File: src/rtl/ram_req_ctrl_if.sv
// rtl/ram_req_ctrl_if.sv - request/response handshake and RAM port bundle for ram_req_ctrl
// master = requester plus RAM side, slave = the controller.
interface ram_req_ctrl_if #(
  parameter int ADDR_W = 16,
  parameter int DATA_W = 8,
  parameter int LEN_W  = 4
);
  logic              req_valid;
  logic              req_ready;
  logic              req_wr;
  logic [ADDR_W-1:0] req_addr;
  logic [DATA_W-1:0] req_wdata;
  logic [LEN_W-1:0]  req_len;
  logic              rsp_valid;
  logic              rsp_ready;
  logic [DATA_W-1:0] rsp_rdata;
  logic              rsp_last;
  logic              mem_clr;
  logic              mem_wren;
  logic [ADDR_W-1:0] mem_addr;
  logic [DATA_W-1:0] mem_wdata;
  logic [DATA_W-1:0] mem_rdata;

  modport master (
    output req_valid, req_wr, req_addr, req_wdata, req_len, rsp_ready, mem_rdata,
    input  req_ready, rsp_valid, rsp_rdata, rsp_last, mem_clr, mem_wren, mem_addr, mem_wdata
  );

  modport slave (
    input  req_valid, req_wr, req_addr, req_wdata, req_len, rsp_ready, mem_rdata,
    output req_ready, rsp_valid, rsp_rdata, rsp_last, mem_clr, mem_wren, mem_addr, mem_wdata
  );
endinterface

File: src/rtl/ram_req_ctrl.sv
// rtl/ram_req_ctrl.sv - burst read/fill sequencer in front of the 64K x 8 RAM
// Reads land in a small response FIFO; beat issue is throttled so it never overflows.
module ram_req_ctrl #(
  parameter int ADDR_W    = 16,
  parameter int DATA_W    = 8,
  parameter int LEN_W     = 4,
  parameter int RSP_DEPTH = 4
) (
  input  logic         clk,
  input  logic         rst,
  ram_req_ctrl_if.slave bus
);
  localparam int PTR_W = $clog2(RSP_DEPTH);
  localparam int CNT_W = PTR_W + 1;

  typedef enum logic [1:0] {S_INIT, S_IDLE, S_WR, S_RD} state_t;

  state_t            state;
  logic [ADDR_W-1:0] cur;
  logic [LEN_W-1:0]  cnt;
  logic              rd_cap;
  logic              rd_last;
  logic              clr_q;
  logic              wren_q;
  logic [ADDR_W-1:0] addr_q;
  logic [DATA_W-1:0] wdata_q;

  logic [DATA_W:0]   fifo_q [RSP_DEPTH];
  logic [PTR_W-1:0]  wp;
  logic [PTR_W-1:0]  rp;
  logic [CNT_W-1:0]  count;
  logic [CNT_W:0]    occ;
  logic              space;
  logic              push;
  logic              pop;
  logic              accept;

  // An in-flight capture already owns a FIFO slot.
  assign occ    = {1'b0, count} + {{CNT_W{1'b0}}, rd_cap};
  assign space  = occ < (CNT_W+1)'(RSP_DEPTH);
  assign push   = rd_cap;
  assign pop    = bus.rsp_valid && bus.rsp_ready;

  assign bus.rsp_valid = (count != '0);
  assign bus.rsp_rdata = bus.rsp_valid ? fifo_q[rp][DATA_W-1:0] : '0;
  assign bus.rsp_last  = bus.rsp_valid && fifo_q[rp][DATA_W];

  // Hold off requests while the RAM clear is on the wire.
  assign bus.req_ready = (state == S_IDLE) && !clr_q;
  assign accept        = bus.req_valid && bus.req_ready;

  assign bus.mem_clr   = clr_q;
  assign bus.mem_wren  = wren_q;
  assign bus.mem_addr  = addr_q;
  assign bus.mem_wdata = wdata_q;

  always_ff @(posedge clk) begin
    if (!rst) begin
      state   <= S_INIT;
      cur     <= '0;
      cnt     <= '0;
      rd_cap  <= 1'b0;
      rd_last <= 1'b0;
      clr_q   <= 1'b0;
      wren_q  <= 1'b0;
      addr_q  <= '0;
      wdata_q <= '0;
      wp      <= '0;
      rp      <= '0;
      count   <= '0;
    end else begin
      clr_q  <= 1'b0;
      rd_cap <= 1'b0;

      if (push) begin
        fifo_q[wp] <= {rd_last, bus.mem_rdata};
        wp         <= wp + PTR_W'(1);
      end
      if (pop) rp <= rp + PTR_W'(1);
      case ({push, pop})
        2'b10:   count <= count + CNT_W'(1);
        2'b01:   count <= count - CNT_W'(1);
        default: ;
      endcase

      case (state)
        S_INIT: begin
          clr_q <= 1'b1;
          state <= S_IDLE;
        end
        S_IDLE: begin
          if (accept) begin
            if (bus.req_wr) begin
              wren_q  <= 1'b1;
              addr_q  <= bus.req_addr;
              wdata_q <= bus.req_wdata;
              cur     <= bus.req_addr + ADDR_W'(1);
              cnt     <= bus.req_len;
              state   <= S_WR;
            end else if (space) begin
              addr_q  <= bus.req_addr;
              rd_cap  <= 1'b1;
              rd_last <= (bus.req_len == '0);
              cur     <= bus.req_addr + ADDR_W'(1);
              cnt     <= bus.req_len - LEN_W'(1);
              state   <= (bus.req_len == '0) ? S_IDLE : S_RD;
            end else begin
              cur   <= bus.req_addr;
              cnt   <= bus.req_len;
              state <= S_RD;
            end
          end
        end
        S_WR: begin
          // Address and data hold on the closing edge so the RAM sees no stray write.
          if (cnt == '0) begin
            wren_q <= 1'b0;
            state  <= S_IDLE;
          end else begin
            addr_q <= cur;
            cur    <= cur + ADDR_W'(1);
            cnt    <= cnt - LEN_W'(1);
          end
        end
        S_RD: begin
          if (space) begin
            addr_q  <= cur;
            rd_cap  <= 1'b1;
            rd_last <= (cnt == '0);
            cur     <= cur + ADDR_W'(1);
            cnt     <= cnt - LEN_W'(1);
            if (cnt == '0) state <= S_IDLE;
          end
        end
        default: state <= S_INIT;
      endcase
    end
  end
endmodule

File: src/flat_wrapper.sv
// flat-port wrapper written by rule: the top's interface ports become plain ports
module ram_req_ctrl_flat 
#(
  parameter int ADDR_W    = 16,
  parameter int DATA_W    = 8,
  parameter int LEN_W     = 4,
  parameter int RSP_DEPTH = 4
)
  (clk, rst, bus_req_valid, bus_req_wr, bus_req_addr, bus_req_wdata, bus_req_len, bus_rsp_ready, bus_mem_rdata, bus_req_ready, bus_rsp_valid, bus_rsp_rdata, bus_rsp_last, bus_mem_clr, bus_mem_wren, bus_mem_addr, bus_mem_wdata);
  ram_req_ctrl_if #(.ADDR_W(ADDR_W), .DATA_W(DATA_W), .LEN_W(LEN_W)) bus_i ();
  input  logic clk;
  input  logic rst;
  input wire logic [$bits(bus_i.req_valid)-1:0] bus_req_valid;
  input wire logic [$bits(bus_i.req_wr)-1:0] bus_req_wr;
  input wire logic [$bits(bus_i.req_addr)-1:0] bus_req_addr;
  input wire logic [$bits(bus_i.req_wdata)-1:0] bus_req_wdata;
  input wire logic [$bits(bus_i.req_len)-1:0] bus_req_len;
  input wire logic [$bits(bus_i.rsp_ready)-1:0] bus_rsp_ready;
  input wire logic [$bits(bus_i.mem_rdata)-1:0] bus_mem_rdata;
  output wire logic [$bits(bus_i.req_ready)-1:0] bus_req_ready;
  output wire logic [$bits(bus_i.rsp_valid)-1:0] bus_rsp_valid;
  output wire logic [$bits(bus_i.rsp_rdata)-1:0] bus_rsp_rdata;
  output wire logic [$bits(bus_i.rsp_last)-1:0] bus_rsp_last;
  output wire logic [$bits(bus_i.mem_clr)-1:0] bus_mem_clr;
  output wire logic [$bits(bus_i.mem_wren)-1:0] bus_mem_wren;
  output wire logic [$bits(bus_i.mem_addr)-1:0] bus_mem_addr;
  output wire logic [$bits(bus_i.mem_wdata)-1:0] bus_mem_wdata;
  assign bus_i.req_valid = bus_req_valid;
  assign bus_i.req_wr = bus_req_wr;
  assign bus_i.req_addr = bus_req_addr;
  assign bus_i.req_wdata = bus_req_wdata;
  assign bus_i.req_len = bus_req_len;
  assign bus_i.rsp_ready = bus_rsp_ready;
  assign bus_i.mem_rdata = bus_mem_rdata;
  assign bus_req_ready = bus_i.req_ready;
  assign bus_rsp_valid = bus_i.rsp_valid;
  assign bus_rsp_rdata = bus_i.rsp_rdata;
  assign bus_rsp_last = bus_i.rsp_last;
  assign bus_mem_clr = bus_i.mem_clr;
  assign bus_mem_wren = bus_i.mem_wren;
  assign bus_mem_addr = bus_i.mem_addr;
  assign bus_mem_wdata = bus_i.mem_wdata;
  ram_req_ctrl #(.ADDR_W(ADDR_W), .DATA_W(DATA_W), .LEN_W(LEN_W), .RSP_DEPTH(RSP_DEPTH)) u_core (.clk(clk), .rst(rst), .bus(bus_i));
endmodule
File: config.mk
export PLATFORM = sky130hd
export DESIGN_NAME = ram_req_ctrl_flat
export DESIGN_NICKNAME = d
export VERILOG_FILES = /design/src/rtl/ram_req_ctrl_if.sv /design/src/rtl/ram_req_ctrl.sv /design/src/flat_wrapper.sv
export SDC_FILE = /design/constraint.sdc
export NUM_CORES = 1
export LEC_CHECK = 0
export ABC_AREA = 1
export BUFFER_PORTS_ARGS = -buffer_cell sky130_fd_sc_hd__clkbuf_2
export CAP_MARGIN = 20
export CORE_UTILIZATION = 57
export DETAILED_ROUTE_END_ITERATION = 8
export HOLD_SLACK_MARGIN = 0.1
export PLACE_DENSITY = 0.92
export SYNTH_ARGS = -nofsm -noshare
export SYNTH_HDL_FRONTEND = slang
export SYNTH_SLANG_ARGS = --single-unit
File: constraint.sdc
create_clock -name clk -period 2.16 [get_ports clk]
set_input_delay 0 -clock clk [delete_from_list [all_inputs] [get_ports clk]]
set_output_delay 0 -clock clk [all_outputs]
set_load 0.02 [all_outputs]
======== Word level (Yosys, flattened, before mapping) ========
Memories as Yosys holds them, arrays and structs flattened. A register that Yosys moved wholly into a read port is not among the register bits.
Cells that the tools add are included.
storage, ports and cells
  memories kept ........................... 1
  memory bits (writable) .................. 36
  word-level logic and storage cells ...... 101
  flip-flop bits (word level) ............. 57
cells by class
  $add $sub $neg .......................... 9
  equality and inequality tests ........... 13
  order comparisons ....................... 1
  reductions and logical operators ........ 19
  multiplexer cells ....................... 46
memories
  memory         words  bits a word  rd ports  clocked after memory_dff  wr ports  RTL line            source
  u_core.fifo_q  4      9            1         1                         1         ram_req_ctrl.sv:28  logic [DATA_W:0] fifo_q [RSP_DEPTH];
operator list
  kind                   number
  $mux 16                10
  $pmux 16 s3            2
  $add 16x1->16 const B  2
  $mux 4                 5
  $mux 2                 8
  $mux 1                 14
  $pmux 4 s3             1
  $reduce_and 5->1       2
  $logic_not 4->1        2
  $mux 8                 1
  $ne 2x1->1 const B     4
  $pmux 2 s4             1
  $reduce_and 4->1       2
  $sub 4x1->4 const B    2
  $eq 2x2->1 const B     3
  $ne 2x2->1 const B     3
  $pmux 1 s2             3
  $pmux 3 s2             1
  $reduce_bool 2->1      3
  $reduce_bool 3->1      2
  $add 2x1->2 const B    2
  $add 3x1->4            1
  $eq 2x1->1 const B     2
  $logic_and 1x1->1      4
  other kinds (8)        8

======== Logic depth before layout (Yosys ltp) ========
Gate-level depths: netlist of run 1.
  depth in word-level cells ............... 6
  gate-level depth with buffers ........... 11
  mapped depth without buffers ............ 11

======== Worst setup path after synthesis of run 1 ========
Ideal clock, no wire load.
  path type ............................... reg2reg
  start point ............................. register u_core.count[1]
  end point ............................... register u_core.count[1]
  path buffers ............................ 0
  data arrival time ....................... 1.938 ns
  period minus slack after synthesis ...... 2.003 ns
  setup time .............................. 0.065 ns
  cell stages (with the launch flop) ...... 11
  required time ........................... 2.095 ns
  path slack .............................. 0.157 ns
  cell sequence ........................... dfxtp_1 -> nor3_2 -> inv_1 -> nand2_1 -> inv_1 -> ha_1 -> inv_1 -> fa_1 -> nor2_1 -> a21oi_1 -> nor2_1
on the way
  cells in the longest elaborated chain, start to end .. 4
  elaborated cells on any way between the ends .. 8
  those cells by class .................... add/sub (2); eq/ne (2); mux (1); reduce/logical (3)
RTL lines
  element                                          RTL line            source
  from (decl)                                      ram_req_ctrl.sv:31  logic [CNT_W-1:0] count;
  from (signal assigned)                           ram_req_ctrl.sv:81  2'b10: count <= count + CNT_W'(1);
  from (signal assigned)                           ram_req_ctrl.sv:82  2'b01: count <= count - CNT_W'(1);
  $reduce_bool 3->1 (*)                            ram_req_ctrl.sv:44  assign bus.rsp_valid = (count != '0);
  named net bus_rsp_valid                          flat_wrapper.sv:21  output wire logic [$bits(bus_i.rsp_valid)-1:0] bus_rsp_valid;
  $logic_and 1x1->1 (*)                            ram_req_ctrl.sv:42  assign pop = bus.rsp_valid && bus.rsp_ready;
  $eq 2x1->1 or $eq 2x2->1 (tied branches)         ram_req_ctrl.sv:80  case ({push, pop})
  $pmux 3 s2 or $reduce_bool 2->1 (tied branches)  -
Mark *: on every way through the listed nets, which the timed path passes. The rest lies on a longest branch.
A chain may end at the register's enable or synchronous reset.

==> results of run 1 <==
logic make-up (layout without fill, tap and decap cells):
logic type / count (synthesis) / in the layout / synth area share (%)
flip-flops: 95 / 95 / 46.47
buffers and inverters: 89 / 210 / 7.402
adder cells (fa/ha/maj): 11 / 11 / 2.981
XOR/XNOR: 5 / 5 / 0.8995
AO/OA/AOI/OAI: 162 / 162 / 17.32
AND/OR/NAND/NOR: 284 / 284 / 24.93
worst reg2reg max path, cell delays in order (launching register included):
cell	delay, ns
sky130_fd_sc_hd__dfxtp_1	0.41
sky130_fd_sc_hd__nor3_2	0.08
sky130_fd_sc_hd__inv_1	0.09
sky130_fd_sc_hd__nand2_1	0.06
sky130_fd_sc_hd__inv_1	0.13
sky130_fd_sc_hd__ha_1	0.16
sky130_fd_sc_hd__inv_1	0.07
sky130_fd_sc_hd__fa_1	0.40
sky130_fd_sc_hd__a21oi_1	0.15
sky130_fd_sc_hd__o21ai_0	0.12
sky130_fd_sc_hd__o21ai_0	0.16
sky130_fd_sc_hd__a21oi_1	0.05
how the worst min path moves through the flow:
stage	start	endpoint	slack, ns
after floorplan	bus_mem_rdata[0]	u_core.fifo_q[0][0]	0.1
after global placement	bus_mem_rdata[6]	u_core.fifo_q[1][6]	0.21
after detailed placement	bus_mem_rdata[7]	u_core.fifo_q[0][7]	0.22
after CTS	bus_req_valid	u_core.rd_last	0.14
after global routing	bus_req_valid	u_core.rd_last	0.21
final	bus_req_valid	u_core.rd_last	0.16
per-stage QoR:
step | instances | power [mW] | instance area, sq um
floorplan | 646 | 3.181 | 4868
global placement | 814 | 3.519 | 5344
detailed placement | 814 | 3.582 | 5344
CTS | 872 | 4.816 | 5964
global route | 872 | 5.098 | 5973
finish | 872 | 4.841 | 5973
where the power goes:
group	internal [mW]	switching, mW
registers	2.05	0.196
clock network	0.464	0.733
logic	0.494	0.909
cell type report:
cell class | count | share of cell area (%)
Sequential cell | 95 | 37.91
Multi-Input combinational cell | 462 | 37.64
Timing Repair Buffer | 129 | 14.75
Inverter | 65 | 4.147
Tap cell | 105 | 2.199
Clock buffer | 9 | 2.074
Clock inverter | 7 | 1.278
Yosys cell counts (all sizes together) (2+ instances only):
| cell | n |
|---|---|
| nand2 | 118 |
| o21ai | 91 |
| buf | 10 |
| nand3b | 3 |
| o211ai | 2 |
| a31oi | 2 |
| o22ai | 2 |
| a211oi | 2 |
| nor3 | 7 |
| nand4 | 9 |
| clkbuf | 14 |
| nor2 | 117 |
| clkinv | 3 |
| inv | 62 |
| edfxtp | 36 |
| dfxtp | 59 |
| nand3 | 30 |
| xnor2 | 4 |
| ha | 10 |
| a21oi | 62 |
per-layer routing:
layer / vias to the layer above / global-route usage (%) / wire length (um)
li1: 2378 / - / -
met1: 2221 / 33.61 / 5116
met2: 181 / 49.09 / 6155
met3: 37 / 4.831 / 677
met4: 0 / 10.13 / 242
met5: - / 0 / 0
state kept, by name, summed over array words and instances (netlist names), named ones only:
signal,flops
u_core.state,2
u_core.rd_last,1
u_core.push,1
u_core.bus.mem_wdata,8
u_core.bus.mem_addr,16
u_core.fifo_q,36
u_core.count,3
u_core.bus.mem_clr,1
u_core.bus.mem_wren,1
u_core.rp,2
u_core.cnt,4
u_core.cur,16
u_core.wp,2
repair_timing:
| action | CTS | global route |
|---|---|---|
| gates resized for setup | 0 | 4 |
| buffers inserted | 0 | 0 |
| endpoints found under the setup margin | 0 | 10 |
| hold buffers | 42 | 0 |
| endpoints found under the hold margin | 79 | 0 |
==> results.cfg, run 1 <==
[cts]
tritoncts = yes
clock_latency_ns = 0.37
cts.sinks = 95
cts.path.max_buffers = 2
numCtsBuffers = 9
htree_levels = 3
clk_pin_slew_ns = 0.11
cts_root_buf = sky130_fd_sc_hd__clkbuf_8

[grt]
gr-total-overflow = 0
first_global_vias = 4487
wire_length_of_the_first_global_routing_pass_mm = 19.53
globalRouteTotalUtil_pct = 27.73
grt_antenna_before_repair = 0
grt_max_degree = 43

[power]
ir_worst_vdd_mv = 0.4618
total_leakage_power_nw = 2.599
pwr_cell_area_nw_per_um2 = 810.4

[route]
routed-via-count = 4817
routed_via_density = 5.524
wire_per_inst_um = 13.98
iteration_0_drc_count_of_the_detailed_router = 282
router_iterations_before_antenna_repair = 5
drc = 0
drt-total-wl_mm = 12.19
drt.antenna.violating_nets = 0

[synthesis]
synth-async-reset-ratio_pct = 0
synth_area_sq_um = 4868
synth.lib_cells_used.distinct = 36
yosysSeqAreaShare_pct = 46.47
mean_post_synth_cell_area_sq_um = 7.536
synth.net_count = 698
yosys.area.top_type = sky130_fd_sc_hd__dfxtp_1
synth.top_cell.area_share_pct = 24.26
edff_count_synth = 36
yosysWarningCount = 0
synth.top_cells.by_area = sky130_fd_sc_hd__dfxtp_1, sky130_fd_sc_hd__edfxtp_1, sky130_fd_sc_hd__nand2_1
dominantRegCellSynth = sky130_fd_sc_hd__dfxtp_1
synthCells = 646
synth_seq_cells = 95

[critical_path]
crit_cells = 5
cp-end-kind = output pin
slowest_stage = sky130_fd_sc_hd__dfxtp_1
regToRegSetupSlack_ns = 0.18
setup.worst_path.end = bus_rsp_last
crit_family = flip-flops
worst-endpoint-arrival_ns = 2.05
critical_path.n_buffers_inverters = 2
worst-path-max-fanout = 10
cp.required_ns = 2.16
cp_slowest_stage_delay_ns = 0.62
critical_path.reg2reg.endpoint = u_core.count[2]
critPathKind = flop to output pin
critical_path.cell_chain = clkinvlp_4 -> nor2_1 -> o21ai_0 -> a21oi_1 -> clkbuf_2
start_kind = flop
r2r-start = u_core.count[0]
ff2ff_path_depth = 11

[sta]
setup_total_negative_slack_ns = 0
max_slew_violation_count = 0
skew_ns = 0.01282
period_minus_slack_ns = 2.046
relSlewSlack_pct = 68.36
final.hold.worst_slack_ns = 0.1597
final.setup.worst_slack_ns = 0.1144
hold_viol_final = 0
maxClockFrequency_ghz = 0.4889
final.period_utilization_pct = 94.70
grt_setup_unrepaired = false
setup_violations = 0
slew_at_the_pin_closest_to_its_max_slew_limit_ns = 0.4717

[finish]
syn2layout_area_growth_pct = 22.69
final_core_utilization_pct = 72.33
layout.nets = 814
final-seq-area_sq_um = 2265
nFillCells = 634
highest_count_cells_in_the_layout_ignoring_fill_and_taps = sky130_fd_sc_hd__nand2_1, sky130_fd_sc_hd__nor2_1, sky130_fd_sc_hd__o21ai_0
post_route_cells_drive_above_1_share_pct = 16.95
multi_input_area_sq_um = 2248
mostFrequentLayoutCell = sky130_fd_sc_hd__nand2_1
diodes = 0

[floorplanning]
die-area_sq_um = 8914
die_height_um = 94.42
floorplan.initialDensity_pct = 58.95
core_area_sq_um = 8258
top_level_ports = 78
rows = 33
die_width_um = 94.42

[placed_design]
dp_hpwl_mm = 8.230
post-place-ws_ns = 0.2266
globalplace.congestion = 0.8568
port_buffers = 77

[run_status]
status = completed

[job]
maxCapViolations = 0

[worst_hold_path]
min_path_cells = 5
hold_path_class = primary input to flop
Note: power is estimated with default switching activity, not from simulation.
==> run 2: changes to the inputs <==
Settings changed: CORE_UTILIZATION 57 to 45, CTS_BUF_LIST from default to sky130_fd_sc_hd__clkbuf_8, PLACE_DENSITY 0.92 to 0.78.
==> run 2 against run 1 <==
Against the previous run:
- non-clock buffer count increased by 1
- clock skew down 0.0046 ns
- die area up 26%
- sequential share of layout area is 0.34 points lower
- core utilization down 15 points
- via count down 2.8%
- final cell count rose by 3.7%
- worst setup slack got worse by 0.0017 ns
- first-iteration DRC count is 26% higher
- power rose by 0.38%
- critical path depth did not move
- routed wire length fell by 2.4%
- critical path type unchanged
- largest power group unchanged
- highest routed layer unchanged
==> results.cfg, run 2 (synthesized netlist as in run 1, its figures left out) <==
[run_status]
status = completed

[floorplanning]
die_height_um = 106.0
rows = 37
top_level_ports = 78
die-area_sq_um = 11240
floorplan.initialDensity_pct = 46.74
core_area_sq_um = 10420
die_width_um = 106.0

[worst_hold_path]
hold_path_class = primary input to flop

[finish]
syn2layout_area_growth_pct = 23.72
nFillCells = 924
largest-register = u_core.fifo_q
post_route_cells_drive_above_1_share_pct = 16.80
layout.nets = 815
diodes = 0
final_core_utilization_pct = 57.83
largest_reg_flops = 36
final-instance-count-excl-fill = 904
mostFrequentLayoutCell = sky130_fd_sc_hd__nand2_1
highest_count_cells_in_the_layout_ignoring_fill_and_taps = sky130_fd_sc_hd__nand2_1, sky130_fd_sc_hd__nor2_1, sky130_fd_sc_hd__o21ai_0
multi_input_area_sq_um = 2250
final_area_sq_um = 6023
final-seq-area_sq_um = 2263

[route]
router_iterations_before_antenna_repair = 6
iteration_0_drc_count_of_the_detailed_router = 356
wire_per_inst_um = 13.16
routed_via_density = 5.178
routed-via-count = 4681
drt-total-wl_mm = 11.90
drt.antenna.violating_nets = 0
drc = 0

[grt]
wire_length_of_the_first_global_routing_pass_mm = 19.43
grt_max_degree = 43
gr-total-overflow = 0
globalRouteTotalUtil_pct = 21.71
first_global_vias = 4327
grt_antenna_before_repair = 0

[sta]
skew_ns = 0.008263
hold_viol_final = 0
max_slew_violation_count = 0
relSlewSlack_pct = 66.12
slew_at_the_pin_closest_to_its_max_slew_limit_ns = 0.5051
period_minus_slack_ns = 2.047
maxClockFrequency_ghz = 0.4885
final.period_utilization_pct = 94.78
grt_setup_unrepaired = true
setup_violations = 0

[cts]
clk_pin_slew_ns = 0.09
tritoncts = yes
clock_latency_ns = 0.38
cts.path.max_buffers = 2
numCtsBuffers = 9
cts_post_setup_buffers_inserted = 0
cts.sinks = 95
cts_root_buf = sky130_fd_sc_hd__clkbuf_8
htree_levels = 3

[critical_path]
critPathKind = flop to output pin
worst-path-max-fanout = 10
worst-endpoint-arrival_ns = 2.05
cp-end-kind = output pin
start_kind = flop
cp.required_ns = 2.16

[placed_design]
dp_hpwl_mm = 8.312
placed_cells_incl_taps = 846
globalplace.congestion = 0.8579
port_buffers = 77
cell_area_placed_sq_um = 5390

[power]
pwr_cell_area_nw_per_um2 = 806.8
post-layout-total-power_mw = 4.860
ir_worst_vdd_mv = 0.3692
total_leakage_power_nw = 2.611

[job]
maxCapViolations = 0
==> run 2: worst paths after layout <==
check / startpoint / endpoint / slack [ns] / depth (start not counted)
worst max-delay path: flop / bus_rsp_rdata[7] / 0.11 / 5
worst min-delay path: bus_req_addr[10] / u_core.cur[10] / 0.11 / 5
worst max register to register: u_core.count[0] / u_core.cur[9] / 0.14 / 8
worst min register to register: u_core.bus.mem_wdata[3] / u_core.bus.mem_wdata[3] / 0.48 / 2
==> run 2: cell type report <==
cell class,count,area share [%]
multi-input combinational,462,37.35
timing repair buffer,130,14.75
clock inverter,7,1.329
sequential,95,37.58
inverter,65,4.113
clock buffer,9,2.057
tap,136,2.825
==> run 2: timing repair <==
item,in CTS,in global routing
hold endpoints to repair,79,0
hold buffers,42,0
endpoints found under the setup margin,0,5
resized for setup,0,3
==> run 2: worst max-delay path: stages, from the launching register on <==
cell                         delay, ns
sky130_fd_sc_hd__dfxtp_1          0.64
sky130_fd_sc_hd__clkinvlp_4       0.38
sky130_fd_sc_hd__nor2_1           0.18
sky130_fd_sc_hd__o21ai_0          0.09
sky130_fd_sc_hd__a21oi_1          0.19
sky130_fd_sc_hd__clkbuf_2         0.20
==> run 2: per-stage QoR <==
stage | worst slack (ns) | hold slack (ns) | TNS (ns)
floorplan | 0.1574 | 0.09887 | 0
global placement | 0.3779 | 0.2221 | 0
detailed placement | 0.1251 | 0.2277 | 0
CTS | 0.05074 | 0.1014 | 0
global route | -0.02751 | 0.1770 | -0.04591
finish | 0.1127 | 0.1067 | 0
==> run 2: power by group <==
group	total (mW)	switching, mW	leakage, nW	internal, mW
sequential	2.22	0.176	0.810	2.05
combinational	1.40	0.906	1.69	0.497
clock	1.23	0.678	0.108	0.556
total	4.86	1.76	2.61	3.10
==> run 2: per-layer routing <==
metal	global-route usage, %	part of all wire [%]	up-vias
li1	-	-	2377
met1	24.70	41	2159
met2	40.10	53	124
met3	3.863	4.5	21
met4	8.433	1.8	0
met5	0	0	-
